==> config.mk <==
export PLATFORM = sky130hd
export DESIGN_NAME = bk_operand_sequencer_flat
export DESIGN_NICKNAME = d
export VERILOG_FILES = /design/src/rtl/bk_pkg.sv /design/src/rtl/bk_operand_sequencer_if.sv /design/src/rtl/btn_debounce.sv /design/src/rtl/bk_operand_sequencer.sv /design/src/flat_wrapper.sv
export SDC_FILE = /design/constraint.sdc
export NUM_CORES = 1
export LEC_CHECK = 0
export CORE_UTILIZATION = 49
export CTS_BUF_LIST = sky130_fd_sc_hd__clkbuf_4 sky130_fd_sc_hd__clkbuf_8
export DETAILED_ROUTE_END_ITERATION = 16
export MAX_ROUTING_LAYER = met4
export PLACE_DENSITY = 0.8
export SETUP_SLACK_MARGIN = 0.3
export SYNTH_ARGS = -nofsm -noshare
export SYNTH_HDL_FRONTEND = slang
export SYNTH_SLANG_ARGS = --single-unit
export TNS_END_PERCENT = 5
==> constraint.sdc <==
create_clock -name clk -period 1.5 [get_ports clk]
set_input_delay 0.15 -clock clk [delete_from_list [all_inputs] [get_ports clk]]
set_output_delay 0.15 -clock clk [all_outputs]
set_load 0.03 [all_outputs]
==> src/rtl/bk_pkg.sv <==
// Shared definitions for the operand sequencer: the default operand width
// and the sequencer FSM state encodings (also driven out on the status LEDs).
package bk_pkg;

    localparam int unsigned OPERAND_WIDTH = 8;

    typedef enum logic [1:0] {
        WAIT_A  = 2'd0,
        WAIT_B  = 2'd1,
        PRESENT = 2'd2
    } state_e;

endpackage

==> src/rtl/bk_operand_sequencer_if.sv <==
// Operand hand-off bus between the sequencer and the adder.
//   op_a, op_b  operand pair
//   op_cin      carry-in
//   op_valid    operand set complete and stable
//   op_ready    downstream has taken the operand set
// master: sequencer side, slave: adder side.
interface bk_operand_sequencer_if
    import bk_pkg::*;
#(
    parameter int unsigned WIDTH = OPERAND_WIDTH
) ();

    logic [WIDTH-1:0] op_a;
    logic [WIDTH-1:0] op_b;
    logic             op_cin;
    logic             op_valid;
    logic             op_ready;

    modport master (
        output op_a,
        output op_b,
        output op_cin,
        output op_valid,
        input  op_ready
    );

    modport slave (
        input  op_a,
        input  op_b,
        input  op_cin,
        input  op_valid,
        output op_ready
    );

endinterface

==> src/rtl/btn_debounce.sv <==
// Push-button conditioner: 2-flop synchronizer, level debouncer and a
// one-cycle press pulse on each accepted 0->1 transition.
//   clk, rst   clock, synchronous active-high reset
//   btn_raw    raw asynchronous button level
//   pulse      registered one-cycle press pulse
module btn_debounce #(
    parameter int unsigned DEBOUNCE_CYCLES = 16
) (
    input  logic clk,
    input  logic rst,
    input  logic btn_raw,
    output logic pulse
);

    localparam int unsigned CNT_W = $clog2(DEBOUNCE_CYCLES);

    logic             sync1_q, sync1_d;
    logic             sync2_q, sync2_d;
    logic             stable_q, stable_d;
    logic             pulse_q, pulse_d;
    logic [CNT_W-1:0] cnt_q, cnt_d;

    // Count consecutive cycles the synchronized level disagrees with the
    // accepted level; accept it once it has disagreed for the full window.
    always_comb begin
        sync1_d  = btn_raw;
        sync2_d  = sync1_q;
        stable_d = stable_q;
        cnt_d    = '0;
        pulse_d  = 1'b0;
        if (sync2_q != stable_q) begin
            if (cnt_q == CNT_W'(DEBOUNCE_CYCLES - 1)) begin
                stable_d = sync2_q;
                pulse_d  = sync2_q;
            end else begin
                cnt_d = cnt_q + CNT_W'(1);
            end
        end
    end

    always_ff @(posedge clk) begin
        if (rst) begin
            sync1_q  <= 1'b0;
            sync2_q  <= 1'b0;
            stable_q <= 1'b0;
            cnt_q    <= '0;
            pulse_q  <= 1'b0;
        end else begin
            sync1_q  <= sync1_d;
            sync2_q  <= sync2_d;
            stable_q <= stable_d;
            cnt_q    <= cnt_d;
            pulse_q  <= pulse_d;
        end
    end

    assign pulse = pulse_q;

endmodule

==> src/rtl/bk_operand_sequencer.sv <==
// Collects two operands and a carry-in from switches using a debounced load
// button, presents them to the adder with a valid/ready handshake, and
// supports a debounced clear button.
//   clk, rst    clock, synchronous active-high reset
//   sw          operand switches
//   cin_sw      carry-in switch, captured with operand B
//   btn_load    raw load button
//   btn_clear   raw clear button
//   state       current FSM state for the status LEDs
//   bus         operand hand-off bus (master side)
module bk_operand_sequencer
    import bk_pkg::*;
#(
    parameter int unsigned WIDTH           = OPERAND_WIDTH,
    parameter int unsigned DEBOUNCE_CYCLES = 16
) (
    input  logic                  clk,
    input  logic                  rst,
    input  logic [WIDTH-1:0]      sw,
    input  logic                  cin_sw,
    input  logic                  btn_load,
    input  logic                  btn_clear,
    output logic [1:0]            state,
    bk_operand_sequencer_if.master bus
);

    logic load_pulse;
    logic clear_pulse;

    state_e           state_q, state_d;
    logic [WIDTH-1:0] op_a_q, op_a_d;
    logic [WIDTH-1:0] op_b_q, op_b_d;
    logic             op_cin_q, op_cin_d;
    logic             op_valid_q, op_valid_d;

    btn_debounce #(.DEBOUNCE_CYCLES(DEBOUNCE_CYCLES)) u_load_db (
        .clk     (clk),
        .rst     (rst),
        .btn_raw (btn_load),
        .pulse   (load_pulse)
    );

    btn_debounce #(.DEBOUNCE_CYCLES(DEBOUNCE_CYCLES)) u_clear_db (
        .clk     (clk),
        .rst     (rst),
        .btn_raw (btn_clear),
        .pulse   (clear_pulse)
    );

    // Sequencer next state; clear dominates load and the handshake.
    always_comb begin
        state_d    = state_q;
        op_a_d     = op_a_q;
        op_b_d     = op_b_q;
        op_cin_d   = op_cin_q;
        op_valid_d = op_valid_q;
        if (clear_pulse) begin
            state_d    = WAIT_A;
            op_a_d     = '0;
            op_b_d     = '0;
            op_cin_d   = 1'b0;
            op_valid_d = 1'b0;
        end else begin
            case (state_q)
                WAIT_A: begin
                    if (load_pulse) begin
                        op_a_d  = sw;
                        state_d = WAIT_B;
                    end
                end
                WAIT_B: begin
                    if (load_pulse) begin
                        op_b_d     = sw;
                        op_cin_d   = cin_sw;
                        op_valid_d = 1'b1;
                        state_d    = PRESENT;
                    end
                end
                PRESENT: begin
                    if (op_valid_q && bus.op_ready) begin
                        op_valid_d = 1'b0;
                        state_d    = WAIT_A;
                    end
                end
                default: begin
                    // Unused encoding: fall back to a clean idle state.
                    op_valid_d = 1'b0;
                    state_d    = WAIT_A;
                end
            endcase
        end
    end

    always_ff @(posedge clk) begin
        if (rst) begin
            state_q    <= WAIT_A;
            op_a_q     <= '0;
            op_b_q     <= '0;
            op_cin_q   <= 1'b0;
            op_valid_q <= 1'b0;
        end else begin
            state_q    <= state_d;
            op_a_q     <= op_a_d;
            op_b_q     <= op_b_d;
            op_cin_q   <= op_cin_d;
            op_valid_q <= op_valid_d;
        end
    end

    assign state        = state_q;
    assign bus.op_a     = op_a_q;
    assign bus.op_b     = op_b_q;
    assign bus.op_cin   = op_cin_q;
    assign bus.op_valid = op_valid_q;

endmodule
==> src/flat_wrapper.sv <==
// flat-port wrapper written by rule: the top's interface ports become plain ports
module bk_operand_sequencer_flat import bk_pkg::*;
#(
    parameter int unsigned WIDTH           = OPERAND_WIDTH,
    parameter int unsigned DEBOUNCE_CYCLES = 16
)
  (clk, rst, sw, cin_sw, btn_load, btn_clear, state, bus_op_a, bus_op_b, bus_op_cin, bus_op_valid, bus_op_ready);
  bk_operand_sequencer_if #(.WIDTH(WIDTH)) bus_i ();
  input  logic clk;
  input  logic rst;
  input  logic [WIDTH-1:0] sw;
  input  logic cin_sw;
  input  logic btn_load;
  input  logic btn_clear;
  output logic [1:0] state;
  output wire logic [$bits(bus_i.op_a)-1:0] bus_op_a;
  output wire logic [$bits(bus_i.op_b)-1:0] bus_op_b;
  output wire logic [$bits(bus_i.op_cin)-1:0] bus_op_cin;
  output wire logic [$bits(bus_i.op_valid)-1:0] bus_op_valid;
  input wire logic [$bits(bus_i.op_ready)-1:0] bus_op_ready;
  assign bus_op_a = bus_i.op_a;
  assign bus_op_b = bus_i.op_b;
  assign bus_op_cin = bus_i.op_cin;
  assign bus_op_valid = bus_i.op_valid;
  assign bus_i.op_ready = bus_op_ready;
  bk_operand_sequencer #(.WIDTH(WIDTH), .DEBOUNCE_CYCLES(DEBOUNCE_CYCLES)) u_core (.clk(clk), .rst(rst), .sw(sw), .cin_sw(cin_sw), .btn_load(btn_load), .btn_clear(btn_clear), .state(state), .bus(bus_i));
endmodule
# [Word-level counts from Yosys, hierarchy flattened]
# Index checks and enable logic that the tools add are counted.
[totals] reg_bits=36 latch_bits=0 ramBits=0 mem_bits_ro=0 inputBits=14 out_inout_bits=20 elab_cells=51 n_memories=0
[op_classes] addsub=2 mul=0 div=0 order_cmp=0 eq_ne=9 shift=0 muxes=7 bitwise_logic=5 n_reduce_logical=13
[ops] cell="$reduce_or A3 Y1" n=4
[ops] cell="$add A4 B1 Y4 const B" n=2
[ops] cell="$eq A4 B4 Y1 const B" n=2
[ops] cell="$reduce_and A2 Y1" n=4
[ops] cell="$mux W2" n=3
[ops] cell="$pmux W2 S3" n=1
[ops] cell="$reduce_and A3 Y1" n=2
[ops] cell="$not A1 Y1" n=5
[ops] cell="$ne A2 B2 Y1 const B" n=2
[ops] cell="$pmux W1 S3" n=1
[ops] cell="$eq A2 B1 Y1 const B" n=1
[ops] cell="$eq A2 B2 Y1 const B" n=1
[ops] cell="$logic_not A2 Y1" n=1
[ops] cell="$mux W1" n=2
[ops] cell="$ne A1 B1 Y1" n=2
[ops] cell="$ne A2 B1 Y1 const B" n=1
[ops] cell="$reduce_or A2 Y1" n=1
[ops] cell="$logic_and A1 B1 Y1" n=1

# [Logic depth before layout (Yosys ltp)]
# Gate-level depths: netlist of run 1.
[logic_depth] depth_word=3 depth_mapped=4 depth_no_buf=4

# [Modules after synthesis]
# From an unflattened synthesis of run 1, not the netlist that was laid out.
[hier_totals] hier_cells=128 hier_area_um2=1297.5
[modules_own_cells] module="bk_operand_sequencer" instances=1 cells_per_inst=78 area_per_inst_um2=734.5 seq_area_each_um2=400.4
[modules_own_cells] module="btn_debounce" instances=2 cells_per_inst=25 area_per_inst_um2=281.5 seq_area_each_um2=160.2

# [Least setup slack after synthesis of run 1]
# OpenSTA, ideal clock, no wires.
[synth_path] kind="reg-to-reg" from="register u_core.state_q[1] (netlist: u_core.state[1])" to="register u_core.op_b_q[0] (netlist: u_core.bus.op_b[0])" setup_time_ps=128 t_arrival_ps=1108 required_time_ps=1372 setup_slack_ps=264 stages_incl_launch_ff=5 path_buffers=1 period_less_slack_ps=1236 path_cell_list="dfxtp_1 > nand3b_1 > buf_6 > mux2i_1 > nor2_1"
[synth_between] elab_chain_len=2
[synth_rtl] item="start: declaration" line="bk_operand_sequencer.sv:30" source="state_e state_q, state_d;"
[synth_rtl] item="start signal: assignment" line="bk_operand_sequencer.sv:102" source="state_q <= state_d;"
[synth_rtl] item="$eq A2 B1 Y1" line="bk_operand_sequencer.sv:64" source="case (state_q)"
[synth_rtl] item="$reduce_and A2 Y1 (no source line)"
[synth_rtl] item="end signal: assignment" line="bk_operand_sequencer.sv:104" source="op_b_q <= op_b_d;"
[synth_rtl] item="end: declaration" line="bk_operand_sequencer.sv:32" source="logic [WIDTH-1:0] op_b_q, op_b_d;"
# Every way passes these cells.
# A chain may end at the register's enable or synchronous reset.

# [Worst setup path in the final report of run 1]
[layout_path] from="register u_core.op_b_q[3] (netlist: u_core.bus.op_b[3])" to="output bus_op_b[3]"
[layout_lines] item="end: declaration" line="flat_wrapper.sv:17" source="output wire logic [$bits(bus_i.op_b)-1:0] bus_op_b;"
# No word-level cell between the ends.

==> results.txt, run 1 <==
The flow ran to the end, and the final reports show no timing, DRC or antenna violations. Total nets after synthesis: 137. The H-tree generated during clock tree synthesis spans 2 levels.

Clock skew on the completed layout was measured at 0.00744 ns. Dividing the detail-routed wire length by the instance count gives 12.5 um. The post-route standard cell area excluding fillers was 1710 um^2; the die footprint was 2860 um^2.

The global-route wire length before repair was 3.88 mm; the fraction of layout cells with a size suffix above 1 was 0.119. The adder-cell share of the synthesized area came out at 0.0193. Measured in cells, the most critical reg-to-reg path has a length of 4. STA classifies the critical path endpoint as a primary output.

TritonCTS built the clock tree. The worst path arrival time came out at 1.08 ns. After detailed routing, the number of vias per cell comes to 4.94. In this run the deepest clock path goes through 2 buffers.

The post-synthesis xor/xnor area fraction is 0.0472, and the worst path buffer plus inverter count is 1. The logs give 0.688 for the last weighted congestion value of the routability-driven placer and 0 for the final number of setup-violating endpoints. The die is 53.5 um tall.

The count of instances resized after the clock tree is built came out at 26. The number of failing hold endpoints at the final stage was 0. Yosys printed 0 warnings. The placed instances occupy a cell area of 1660 um^2.

For this run, the detailed router's first-pass iteration total came to 2. For the summed instance area of the synthesized netlist, the log shows 1300 um^2. The worst setup path is of the reg2out kind. On the critical path, the stage with the largest delay is an instance of dlygate4sd2_1.

In the layout the commonest cells are 33 x dfxtp_1, 26 x nor2_1, 19 x mux2i_1. The proportion of synthesized area in mux cells came out at 0.146. Along the worst hold path, the cell count comes to 2. The max-capacitance violation count was 0; the leakage power total was 0.814 nW. The share of the synthesized area in compound gates (AO/OA/AOI/OAI) was 0.0154; the top achievable clock speed was 815 MHz.

Leaving out fill and tap cells, the most frequent cell in the layout is dfxtp_1. Total global routing track utilization: 0.201. The sequential fraction of the synthesis area was 0.555.

The worst register-to-register path begins at u_core.state[1]. In the post-route analysis, the smallest setup slack over all paths is 0.273 ns. For the total setup buffers inserted after CTS, the log shows 0. For the finished layout, the period the worst path requires is 1.23 ns.

The worst setup timing slack at the placement stage came out at 0.0435 ns. TritonCTS created 5 clock buffers. Detailed routing inserted a total of 939 vias. The tree is rooted in a clkbuf_4.

The power density over the cells came out at 926 nW/um^2. The worst-path maximum fanout was 2; the effective utilization at floorplan was 0.520. Number of nets in the layout: 175.

The tools report the via count of the first global-routing pass as 869. The run gives 0 as the number of antenna violations at the first check in global routing. The dominant combinational cell family by area after synthesis is simple AND/OR/NAND/NOR gates. In this run the core area contains 18 standard-cell rows.

Traced cell by cell, the critical path runs through dlygate4sd2_1. The mean instance size in the synthesized netlist is 10.7 um^2, and the clock latency reported for the late side of the worst-skew pair is 0.32 ns. The path class of the tightest hold or removal check is in2reg.

In this run, the number of DRC markers left after iteration 0 of detailed routing was 3. Accumulated negative setup slack: 0 ns. Synthesis produced a netlist whose cell count is 121. The number of inserted diodes is 0, and the number of sinks handled by clock tree synthesis is 36.

Worst slew margin relative to its limit: 0.563. At the worst endpoint, the required time is 1.35 ns. Simple-gate share of the synthesized area: 0.181. Entering global routing, the biggest net connects 21 pins. Compared with the post-synthesis result, the final layout area differs by 31.3%. The core region is 2500 um^2.

In this run the tool buffered the top-level ports with 33 buffer cells. The critical register-to-register path endpoint was u_core.bus.op_a[2]. 34 I/O pins were placed. Across the VDD grid, the largest voltage drop is 0.000729 V.

In the routed design, unresolved DRC markers number 0. The final max-slew violation count was 0. The smallest hold slack was 0.373 ns; the final routed wirelength across all metal layers was 2.37 mm. Detailed placement HPWL: 1.74 mm. The slew at the pin closest to its max-slew limit is 0.656 ns, and the number of distinct library cell variants in the gate-level netlist after synthesis is 21.

The residual overflow from global routing was 0; the clock transition at the registers of the reported paths was 0.10 ns. The count of nets left with antenna violations once routing finished came out at 0. For hold timing, the worst endpoint is u_core.u_load_db.sync1_q. The synthesized design contains 36 register bits. Start point of the worst hold path: btn_load.

The minimum setup slack among reg-to-reg paths came out at 0.32 ns. The tools report the quantity of hold-fixing buffers added after cts as 0. In this design, the stage delay of the slowest critical-path cell is 0.40 ns.

The final cycle utilization of the critical path came out at 0.818. Setup repair after global routing could not meet its margin everywhere. The die is 53.5 um wide. The tools report the kind of launch point of the worst setup path as a flip-flop. The design draws 1.58 mW.

Broken down by cell family, the worst path's largest delay share belongs to buffers and inverters.
sequential cells by signal, summed over array words and instances, names as in the netlist:
register and count:
u_core.u_load_db.sync2_q 1, u_core.u_clear_db.cnt_q 4, u_core.bus.op_a 8, u_core.state 2, u_core.u_load_db.sync1_q 1, u_core.bus.op_b 8, u_core.u_clear_db.pulse 1, u_core.u_load_db.cnt_q 4
u_core.u_load_db.pulse 1, u_core.bus.op_cin 1, u_core.u_clear_db.sync1_q 1, u_core.u_load_db.stable_q 1, u_core.bus.op_valid 1, u_core.u_clear_db.stable_q 1, u_core.u_clear_db.sync2_q 1
synth_stat cells:
library cell | number | area, um^2
nor3b_2 | 1 | 12.5
xnor2_1 | 1 | 8.76
o32a_1 | 1 | 10.0
and3b_1 | 2 | 17.5
inv_1 | 3 | 11.3
or2_1 | 1 | 6.26
ha_1 | 2 | 25.0
nor3_1 | 1 | 5.00
dfxtp_1 | 36 | 721
xor2_1 | 6 | 52.6
buf_2 | 1 | 5.00
nor4b_1 | 2 | 17.5
clkbuf_1 | 2 | 7.51
buf_6 | 2 | 22.5
nand3b_1 | 4 | 30.0
nand3_1 | 4 | 20.0
nor2_1 | 26 | 97.6
a21oi_1 | 2 | 10.0
nor2b_1 | 4 | 25.0
nand2_1 | 1 | 3.75
mux2i_1 | 19 | 190
through the flow:
step                utilization  cells
floorplan                     -    121
global placement          0.663    182
detailed placement        0.663    182
CTS                       0.682    190
global route              0.682    190
finish                    0.682    190
cell type report:
type | instances | area [um^2]
timing repair buffer | 36 | 334
sequential | 36 | 724
tap | 30 | 37.5
clock buffer | 8 | 66.3
multi-input combinational | 77 | 532
inverter | 3 | 11.3
fill | 209 | 795
layer usage:
metal	wire, um	GRT usage	vias to the layer above	share of wire
met5	0	-	-	0
met4	42	0.0789	0	0.018
met3	136	0.0776	7	0.057
met2	1180	0.317	27	0.50
met1	1010	0.229	426	0.43
li1	-	-	479	-
power by group:
group | leakage [nW] | switching, mW | internal (mW)
Sequential | 0.292 | 0.00362 | 0.962
Combinational | 0.482 | 0.0235 | 0.0396
Clock | 0.0394 | 0.283 | 0.268
Total | 0.814 | 0.310 | 1.27
cells by family after synthesis:
kind of cell,Yosys count
simple gates,46
fa+ha+maj,2
xor+xnor,7
buf+inv,8
mux,19
compound gates,3
flops,36
worst max path at each step:
stage / from / endpoint / slack (ns) / depth (start not counted)
detailed placement: rst / u_core.bus.op_b[1] / 0.04 / 3
finish: u_core.bus.op_b[3] / bus_op_b[3] / 0.27 / 1
CTS: u_core.bus.op_a[7] / bus_op_a[7] / 0.23 / 1
floorplan: u_core.state[1] / u_core.bus.op_b[0] / 0.41 / 4
global placement: rst / u_core.bus.op_a[4] / 0.12 / 3
global route: u_core.bus.op_b[0] / bus_op_b[0] / 0.21 / 1
No activity file was read; power rests on OpenSTA's default activity.
==> inputs of run 2 (changes only) <==
--- a/config.mk
+++ b/config.mk
@@ -5,11 +5,11 @@
 export SDC_FILE = /design/constraint.sdc
 export NUM_CORES = 1
 export LEC_CHECK = 0
-export CORE_UTILIZATION = 49
+export CORE_UTILIZATION = 44
 export CTS_BUF_LIST = sky130_fd_sc_hd__clkbuf_4 sky130_fd_sc_hd__clkbuf_8
 export DETAILED_ROUTE_END_ITERATION = 16
 export MAX_ROUTING_LAYER = met4
-export PLACE_DENSITY = 0.8
+export PLACE_DENSITY = 0.76
 export SETUP_SLACK_MARGIN = 0.3
 export SYNTH_ARGS = -nofsm -noshare
 export SYNTH_HDL_FRONTEND = slang
==> constraint.sdc (replaced) <==
create_clock -name clk -period 1.09 [get_ports clk]
set_input_delay 0.109 -clock clk [delete_from_list [all_inputs] [get_ports clk]]
set_output_delay 0.109 -clock clk [all_outputs]
set_load 0.03 [all_outputs]
==> run 2 against run 1 <==
The flow now finishes with violations (setup timing). Non-clock buffer count increased by 7. Critical path depth increased by 3. Register-to-register slack got worse by 0.34 ns. First-iteration DRC count increased to 5.3 times the previous value. Hold slack got worse by 0.059 ns. Critical path type is now reg2reg.
==> results.txt, run 2 (synthesis gave the netlist of run 1 again) <==
The count of buffers inserted at the top-level ports is 33 (unchanged), and the clock share of power is 0.331 (was 0.349). The post-route standard cell area excluding fillers was 1940 um^2 (was 1710 um^2); the number of inserted diodes was 0 (unchanged). The run gives 0 (unchanged) as the residual overflow from global routing. The run gives 16 (was 3) as the initial DRC count.

The vertical extent of the die was 56.3 um (was 53.5 um); the maximum vdd ir drop was 0.00100 V (was 0.000729 V). The via count came out at 975 (was 939). The final number of setup-violating endpoints is 2 (was 0). The tools report the final max-slew violation count as 0 (unchanged). The number of CTS-inserted buffers was 5 (unchanged); the worst slew margin relative to its limit was 0.874 (was 0.563). The via count normalized by instance count came out at 4.92 (was 4.94). The tools report the met2 layer usage reported by global route as 0.306 (was 0.317). The tools report the category of the worst setup path capture point as a flip-flop (was a primary output).

Kind of launch point of the worst setup path: a flip-flop (unchanged). Static timing analysis puts the maximum clock frequency at 901 MHz. The logs give 0.622 (was 0.612) for the part of the total power dissipated in sequential elements and 0.0136 ns (was 0.00744 ns) for the clock skew. The maximum root-to-sink buffer count is 2 (unchanged), and the total global routing track utilization is 0.192 (was 0.201). Die footprint: 3170 um^2 (was 2860 um^2). The tools report the filler-free cell count of the finished design as 198 (was 190). For the finished layout, the period the worst path requires is 1.11 ns. The power density over the cells is 1100 nW/um^2 (was 926 nW/um^2). The max-capacitance violation count came out at 0 (unchanged). Clock transition at the registers of the reported paths: 0.11 ns (was 0.10 ns). The number of sinks handled by clock tree synthesis was 36 (unchanged); the effective utilization at floorplan was 0.467 (was 0.520).

Top library cells by usage in the layout, fill and taps aside: 26 x nor2_1, 24 x buf_6, 23 x dfxtp_2 (was 33 x dfxtp_1, 26 x nor2_1, 19 x mux2i_1). The run gives 1007 (was 869) as the via count of the first global-routing pass. The worst-path maximum fanout is 3 (was 2). For the depth of the CTS H-tree, the log shows 2 (unchanged). TritonCTS built the clock tree.

The global-route wire length before repair is 4.42 mm (was 3.88 mm). Average wire per cell in the routed design: 12.8 um (was 12.5 um). The net switching power figure came out at 449 uW (was 310 uW). Setup repair after global routing could not meet its margin everywhere. The busiest layer in global routing is met2 (unchanged). The checks that failed: setup timing. Number of optimization iterations in the first detailed-route pass: 3 (was 2). The final cycle utilization of the critical path was 1.02; the final antenna-violating net count was 0 (unchanged). The total internal power is 1.68 mW (was 1.27 mW), and the global-route track usage on met3 is 0.0760 (was 0.0776). For the pin count of the biggest net entering global routing, the log shows 13 (was 21). The die width is 56.3 um (was 53.5 um), and the met1 usage in global routing is 0.209 (was 0.229). The number of primary I/O pins came out at 34 (unchanged).

The synthesis-to-layout area growth is 49.4% (was 31.3%). The net switching share of the total power came out at 0.211 (was 0.196). The number of antenna violations at the first check in global routing is 0 (unchanged), and the area of the core is 2780 um^2 (was 2500 um^2). The detailed placement HPWL was 1.70 mm (was 1.74 mm).

The combinational power share was 0.047 (was 0.040); the final routed wirelength across all metal layers was 2.53 mm (was 2.37 mm). The run finished, with violations left. For the total number of placement rows, the log shows 19 (was 18). The commonest non-fill, non-tap cell in the layout was nor2_1 (was dfxtp_1).

The run gives 0 (unchanged) as the number of DRC violations after detailed routing. For the number of instances in the placed design, the log shows 190 (was 182). The root buffer cell was clkbuf_4 (unchanged). Number of nets in the layout: 182 (was 175).

The classification of the worst-slack hold path is in2reg (unchanged). The worst path arrival time is 1.34 ns (was 1.08 ns). The run gives 1.32 ns (was 1.35 ns) as the worst path required time.

The fraction of layout cells with a size suffix above 1 came out at 0.437 (was 0.119). The leakage power total was 0.838 nW (was 0.814 nW). The last weighted congestion value of the routability-driven placer was 0.752 (was 0.688).

The slew at the pin closest to its max-slew limit is 0.189 ns (was 0.656 ns), and the clock latency reported for the late side of the worst-skew pair is 0.34 ns (was 0.32 ns). The minimum setup slack in the final design is -0.0194 ns (was 0.273 ns). The count of filler cells inserted in the layout came out at 212 (was 209). The number of failing hold endpoints at the final stage came out at 0 (unchanged). The run gives 1670 um^2 (was 1660 um^2) as the placed instance area. The startpoint-to-endpoint class of the critical path is reg2reg (was reg2out).
run 2: changes by cell type in the layout (fill, tap and decap cells not counted), sizes merged:
cell,before,now
clkinv,0,1
clkdlybuf4s15,5,0
buf,3,30
dlygate4sd2,14,0
clkbuf,9,7
run 2: timing repair:
item | CTS | global route
cloned | 0 | 0
buffers inserted | 0 | 0
hold buffers | 0 | 0
pin swaps | 29 | 19
endpoints found under the setup margin | 52 | 52
gates resized for setup | 58 | 6
run 2: final cells by class:
cell class	instances	area, um^2	area share
Sequential cell	36	761	0.392
Multi-Input combinational cell	77	627	0.323
Timing Repair Buffer	43	445	0.230
Clock buffer	7	52.6	0.0271
Tap cell	31	38.8	0.0200
Inverter	3	11.3	0.00580
Clock inverter	1	5.00	0.00258
run 2: worst max-delay path, cell delays in order, from the launching register on:
cell and delay [ns]:
dfxtp_4 0.37, nor3b_4 0.21, buf_4 0.17, mux2i_1 0.20, nor2_1 0.07
run 2: per-layer routing:
metal / wire length [um] / up-vias
li1: - / 492
met1: 1110 / 449
met2: 1230 / 29
met3: 136 / 5
met4: 52 / 0
met5: 0 / -
run 2: path summary, 6_finish.rpt:
kind                             startpoint                         to  slack, ns  depth (start not counted)
setup reg to reg            u_core.state[0]         u_core.bus.op_a[4]      -0.02                          4
hold reg to reg   u_core.u_load_db.cnt_q[0]  u_core.u_load_db.cnt_q[0]       0.45                          1
setup / recovery            u_core.state[0]         u_core.bus.op_a[4]      -0.02                          4
hold / removal                     btn_load   u_core.u_load_db.sync1_q       0.31                          2
run 2: power groups by stage:
stage / Combinational, mW / Sequential, mW / Clock, mW
CTS: 0.0976 / 1.32 / 0.733
global placement: 0.0905 / 1.35 / 0
global route: 0.108 / 1.32 / 0.798
finish: 0.100 / 1.32 / 0.705
floorplan: 0.0298 / 1.35 / 0
detailed placement: 0.0934 / 1.35 / 0
run 2: stage by stage:
step	total power, mW	utilization	hold slack, ns	TNS (ns)	setup slack, ns
finish	2.13	0.698	0.314	-0.0207	-0.0194
global route	2.23	0.698	0.298	-0.864	-0.102
CTS	2.15	0.686	0.297	-0.0181	-0.00976
detailed placement	1.45	0.599	0.430	-1.81	-0.111
global placement	1.44	0.599	0.422	-0.828	-0.0523
floorplan	1.38	-	0.237	0	0.0180
